## config.mk

```make
export PLATFORM = sky130hd
export DESIGN_NAME = traffic_sys
export DESIGN_NICKNAME = d
export VERILOG_FILES = /design/src/rtl/traffic_sys.sv
export SDC_FILE = /design/constraint.sdc
export NUM_CORES = 1
export LEC_CHECK = 0
export ABC_CLOCK_PERIOD_IN_PS = 1600
export CAP_MARGIN = 20
export CORE_MARGIN = 10
export CORE_UTILIZATION = 41
export CTS_CLUSTER_DIAMETER = 30
export DETAILED_ROUTE_END_ITERATION = 6
export PLACE_DENSITY_LB_ADDON = 0.08
export SLEW_MARGIN = 20
export SYNTH_ARGS = -nofsm -noshare
export SYNTH_HDL_FRONTEND = slang
export SYNTH_SLANG_ARGS = --single-unit
```

## constraint.sdc

```tcl
create_clock -name clk -period 1.6 [get_ports clk]
set_clock_uncertainty 0.05 [all_clocks]
set_input_delay 0.48 -clock clk [delete_from_list [all_inputs] [get_ports clk]]
set_output_delay 0.48 -clock clk [all_outputs]
set_load 0.02 [all_outputs]
```

## src/rtl/traffic_sys.sv

```systemverilog
// ============================================================================
//  Module      : traffic_sys
//  Description : Four-way fixed-rotation traffic light controller (Moore FSM).
//  Revision    : 1.0 - initial release
// ============================================================================
`default_nettype none

module traffic_sys #(
  parameter int GREEN_CYCLES  = 5,
  parameter int YELLOW_CYCLES = 2
) (
  input  logic       clk,
  input  logic       reset,
  output logic [2:0] north_light,
  output logic [2:0] west_light,
  output logic [2:0] south_light,
  output logic [2:0] east_light
);

  // State = {illegal, direction[1:0], yellow}; the rotation order is a plain increment.
  localparam logic [3:0] N_G = 4'd0;
  localparam logic [3:0] N_Y = 4'd1;
  localparam logic [3:0] W_G = 4'd2;
  localparam logic [3:0] W_Y = 4'd3;
  localparam logic [3:0] S_G = 4'd4;
  localparam logic [3:0] S_Y = 4'd5;
  localparam logic [3:0] E_G = 4'd6;
  localparam logic [3:0] E_Y = 4'd7;

  localparam logic [7:0] c_GREEN_LAST  = 8'(GREEN_CYCLES - 1);
  localparam logic [7:0] c_YELLOW_LAST = 8'(YELLOW_CYCLES - 1);

  localparam logic [2:0] c_LAMP_G = 3'b001;
  localparam logic [2:0] c_LAMP_Y = 3'b010;
  localparam logic [2:0] c_LAMP_R = 3'b100;

  logic [3:0] state_q, state_d;
  logic [7:0] cnt_q,   cnt_d;
  logic       phase_last;
  logic [2:0] lamp [4];

  assign phase_last = state_q[0] ? (cnt_q == c_YELLOW_LAST) : (cnt_q == c_GREEN_LAST);

  always_comb begin
    state_d = state_q;
    cnt_d   = cnt_q + 8'd1;
    if (state_q[3]) begin
      state_d = N_G;
      cnt_d   = 8'd0;
    end else if (phase_last) begin
      // E_Y wraps to N_G through the 3-bit increment.
      state_d = {1'b0, state_q[2:0] + 3'd1};
      cnt_d   = 8'd0;
    end
  end

  always_ff @(posedge clk) begin
    if (reset) begin
      state_q <= N_G;
      cnt_q   <= 8'd0;
    end else begin
      state_q <= state_d;
      cnt_q   <= cnt_d;
    end
  end

  // An unencoded state shows north green, matching the state it falls into next edge.
  for (genvar d = 0; d < 4; d++) begin : g_dir
    logic active;
    assign active  = state_q[3] ? (d == 0) : (state_q[2:1] == 2'(d));
    assign lamp[d] = !active ? c_LAMP_R :
                     (state_q[0] && !state_q[3]) ? c_LAMP_Y : c_LAMP_G;
  end

  assign north_light = lamp[0];
  assign west_light  = lamp[1];
  assign south_light = lamp[2];
  assign east_light  = lamp[3];

endmodule

`default_nettype wire

```

==> results by group <==
Min path
  – HP Class: reg2reg
  – Min-Delay Endpoint: cnt_q[7]$_SDFF_PP0_
  – Hold path start: cnt_q[7]$_SDFF_PP0_
  – WHS Path Cells: 2

Floorplanning
  – Core box area: around 1400 sq um
  – Die Height: 58.4 um
  – Row cnt: 13
  – Initial Util: 0.449
  – Die X: 58.4 um
  – Die area: about 3400 sq um
  – IO Count: 14

Routing
  – Iter 0 DRT Violations: 11
  – Met2 Wirelength: 950 um
  – Routed wl met3: ~130 um
  – Per-cell routed wire length: about 15 um
  – Met1 WL: a little over 700 um
  – Top routing layer in use: met4
  – Post-DRT Antenna Nets: 0
  – First-pass DRT Iterations: 4
  – Routed wire length: 1.84 mm
  – Vias: 653
  – DRC viols: 0
  – Via-per-instance ratio: between 5 and 6

Layout
  – Most common cell after layout, fill and taps aside: buf_4
  – Nets: between 100 and 150
  – Layout Cells excl Fill: 120
  – # diodes: 0
  – Commonest cells after routing, fill and taps aside: buf_4, buf_6, dfxtp_1
  – Share of cells above drive strength 1: 0.533
  – Area Overhead vs Synth: 68.6%
  – Fin util: 0.756

Setup path
  – Startpoint Class: flop
  – Worst flop-to-flop path startpoint: cnt_q[5]$_SDFF_PP0_
  – Critical path origin: cnt_q[5]$_SDFF_PP0_
  – Crit path kind: reg2reg
  – CP top delay family: simple AND/OR/NAND/NOR gates
  – RR Endpoint: state_q[0]$_SDFFE_PP0N_
  – Reg-to-reg slack, setup: -0.13 ns
  – Endpoint type of the worst setup path: flop
  – Slowest cell delay on critical path: between 0.5 and 0.6 ns
  – CP cell instances: or4_4, or4b_1, a31oi_1
  – Crit path buffers/inverters: 0
  – Worst path slowest cell: or4_4
  – Req. time, crit path: between 1.5 and 2 ns
  – CP max FO: 4
  – Worst Path Arrival: about 1.9 ns
  – Worst reg-to-reg path cell count: 3

STA
  – Final setup fails: 8
  – Fin crit share: 1.08
  – Endpoints failing hold: 0
  – Max-slew headroom: 0.814
  – Worst-Margin Slew: 0.278 ns
  – Peak Freq: approximately 0.58 GHz
  – Final Max Slew Viols: 0
  – RSZ-0062 raised after global routing: yes
  – Post-route minimum period: about 1.7 ns
  – Fin worst setup slack: -0.132 ns

Place
  – DP Worst Slack: -0.259 ns
  – Placer Congestion: roughly 0.75
  – Port Buffer Count: 13
  – Post-DP HPWL: about 1.2 mm
  – Post-Place Cells: around 110

Power
  – Static Leakage: ~0.41 nW
  – Total chip power: ~0.00062 W
  – PD cells: between 600 and 700 nW/um^2
  – VDD IR max: 0.726 mV

Global route
  – GRT overflow: 0
  – Global Route Usage Sum: 0.0991
  – Vias in the first global route: 561
  – First-pass GRT wire length: roughly 2.6 mm
  – Antenna violations before repair: 0
  – Largest net degree at the start of global routing: 10

Clock network
  – H-tree lvl count: 1
  – Worst skew pair latency: 0.27 ns
  – CTS Buffer Depth: 2
  – Clock Sinks: 11
  – Clock Pin Slew Worst Setup and Hold Paths: roughly 0.07 ns
  – Clock root buffer: clkbuf_4
  – TritonCTS Buffers: 3
  – CTS tree: built

Yosys
  – Top FF cell, synth: dfxtp_1
  – Synth Instances: 70
  – Syn_nets: between 70 and 80
  – Sequential fraction of the synthesis area: 0.364
  – Ys Warns: 0
  – Unique masters post-synth: 29
  – Asr flop ratio synth: 0
  – Mapped Avg Cell Area: around 8.7 sq um
  – Post-synth EDFFs: 0
  – Synthesized flop and latch total: 11
  – Post-Syn Area: ~610 sq um

Run
  – Maxcap violations: 0

Status
  – Status: finished with violations
  – Failing checks: setup timing
==> sequential cells by signal, summed over array words and instances, names as in the netlist <==
register and cells:
state_q 3, cnt_q 8
==> worst reg2reg max path: stages, from the launching register on <==
cell	delay, ns
dfxtp_2	0.33
or4_4	0.58
or4b_1	0.50
a31oi_1	0.19
==> layout make-up <==
cell class	count	area (sq um)
fillers	103	329
repair buffers	34	295
multi-input cells	53	442
well taps	15	18.8
inverters	3	11.3
clock buffers	4	26.3
flip-flops and latches	11	228
==> power breakdown <==
group / switching (W) / leakage [nW] / internal [W]
Sequential: 0.00000970 / 0.0916 / 0.000285
Clock: 0.0000956 / 0.0150 / 0.0000967
Combinational: 0.0000656 / 0.308 / 0.0000721
==> cell families (layout without fill, tap and decap cells) <==
| family | after synthesis | count (layout) | synth area share |
|---|---|---|---|
| mux | 2 | 2 | 0.0351 |
| flops | 11 | 11 | 0.364 |
| simple gates | 35 | 35 | 0.324 |
| fa+ha+maj | 2 | 2 | 0.0413 |
| xor+xnor | 3 | 3 | 0.0434 |
| compound gates | 11 | 11 | 0.151 |
| buf+inv | 6 | 41 | 0.0413 |
==> metrics by stage <==
| step | hold WS (ns) | instance area, sq um | setup TNS [ns] |
|---|---|---|---|
| 3_5_place_dp | 0.430 | 886 | -2.37 |
| 2_1_floorplan | 0.406 | 632 | -0.0358 |
| 5_1_grt | 0.472 | 1020 | -0.951 |
| 3_3_place_gp | 0.430 | 886 | -2.19 |
| 6_report | 0.475 | 1020 | -0.348 |
| 4_1_cts | 0.445 | 902 | -0.352 |
==> synth_stat cells (2+ instances only) <==
cell,count,share of area
a211oi_1,3,0.037
buf_2,2,0.017
dfxtp_1,11,0.36
ha_1,2,0.041
inv_1,3,0.019
nand2_1,3,0.019
nand2b_1,4,0.041
nand3_1,4,0.033
nor2_1,9,0.056
nor3_1,4,0.033
o21ai_0,4,0.033
or2_2,2,0.021
or3_1,2,0.021
xor2_1,2,0.029
==> per-layer routing <==
metal / global-route usage / up-vias
met5: 0 / -
met4: 0.0503 / 0
met3: 0.0601 / 4
met2: 0.144 / 19
met1: 0.110 / 308
li1: - / 322
==> worst max-delay path by stage <==
| stage | end | depth (start not counted) |
|---|---|---|
| 3_5_place_dp | west_light[0] | 4 |
| 4_1_cts | state_q[0]$_SDFFE_PP0N_ | 3 |
| 3_3_place_gp | west_light[0] | 4 |
| 2_1_floorplan | state_q[2]$_SDFFE_PP0N_ | 4 |
| 5_1_grt | state_q[0]$_SDFFE_PP0N_ | 3 |
| 6_report | state_q[0]$_SDFFE_PP0N_ | 3 |
==> what timing repair did <==
action / CTS / global route
gates resized for setup: 65 / 24
pin swaps: 6 / 5
setup buffers: 1 / 4
hold buffers: 0 / 0
endpoints found under the hold margin: 0 / 0
cloned: 0 / 0
endpoints found under the setup margin: 14 / 20
Note: power is estimated with default switching activity, not from simulation.
==> patch, RTL diff (same flow settings) <==
Reset style: asynchronous (`reset`), changed in one clocked block.
--- a/src/rtl/traffic_sys.sv
+++ b/src/rtl/traffic_sys.sv
@@ -54,7 +54,7 @@
     end
   end
 
-  always_ff @(posedge clk) begin
+  always_ff @(posedge clk or posedge reset) begin
     if (reset) begin
       state_q <= N_G;
       cnt_q   <= 8'd0;
Behaviour: differs if reset is asserted again (counterexample within 10 cycles, from zero or initial values and one cycle with reset high); with reset held inactive, the same outputs for 10 cycles.
==> patch against the original RTL <==
  * Critical path depth is the same
  * Cell area decreased by 18%
  * Synthesized area rose by 7.2%
  * Die area rose by 4.7%
  * Register-to-register slack better by 0.16 ns
  * Wire length shrank 21%
  * Hold slack got worse by 0.046 ns
  * Final cell count decreased by 13%
  * Setup slack better by 0.048 ns
  * The run still ends with negative setup slack left
  * Critical path type is now register to output pin
  * Sequential cell count unchanged
  * Highest routed layer unchanged
Power is not compared: it rests on default switching activity, and its combinational part moved more than twofold at a synthesized area within 25%.
==> patch: results (changes against the original RTL) <==
[hold_path]
hp-start=cnt_q[7]

[synth]
synth_flop_cell=dfrtp_1
synthTopCellsByCount=nor2_1 (12), dfrtp_1 (11), xnor2_1 (6)
synthXorXnorAreaFrac=0.0809  ; +0.0375
synth_compound_area_frac=0.141  ; -0.0102

[placed_design]
dp_hpwl_um=1120  ; -9.7%
place_area_um2=811  ; -8.5%

[grt]
use_met3=0.0275  ; -0.0325
use_met1=0.0985  ; -0.0119
grt_max_degree=12  ; +2
grt_util_all_layers=0.0881  ; -0.0110
grt_pass1_wl_um=2470  ; -3.5%

[setup_path]
slowest_stage=dfrtp_1
path_delay_family=flip-flops
startpoint=state_q[1]

[timing]
setup_viol=9  ; +1
relSlewSlack=0.723  ; -0.0914
setup_ws_ns=-0.0845  ; +0.0476 ns

[route]
drtIter0Drc=7  ; -4
wl_per_cell_um=13.8  ; -10%
via_per_inst=5.27  ; -3.2%
dr_wl_met3_um=44  ; -66%
dr.pass1.iters=2  ; -2

[layout]
drive_gt1_frac=0.371  ; -0.163

[run_status]
status=complete, but fails checks
failed_checks=negative setup slack

==> patch: changes by cell type after synthesis, moves of 3 or more <==
cell | unedited run | this run
xnor2_1 | 1 | 6
nor3_1 | 4 | 0
dfxtp_1 | 11 | 0
nor2_1 | 9 | 12
dfrtp_1 | 0 | 11
a211oi_1 | 3 | 0
==> patch: layout make-up <==
class / instances / area [um^2]
sequential: 11 / 277
tap: 16 / 20.0
fill: 132 / 664
multi-input combinational: 50 / 345
clock buffer: 4 / 26.3
inverter: 3 / 11.3
timing repair buffer: 21 / 163
==> patch: worst paths after layout <==
kind,endpoint,slack [ns],cells after the start
worst max-delay path,north_light[1],-0.08,3
worst min-delay path,cnt_q[7],0.43,1
worst max register to register,state_q[1],0.03,5
worst min register to register,cnt_q[7],0.43,1
max in group asynchronous,state_q[0],0.74,2
min in group asynchronous,cnt_q[7],0.45,2
==> patch: what timing repair did <==
item	CTS	global route
buffers inserted	0	3
resized for setup	59	4
hold endpoints to repair	0	0
hold buffers	0	0
pin swaps	1	0
setup endpoints to repair	13	11
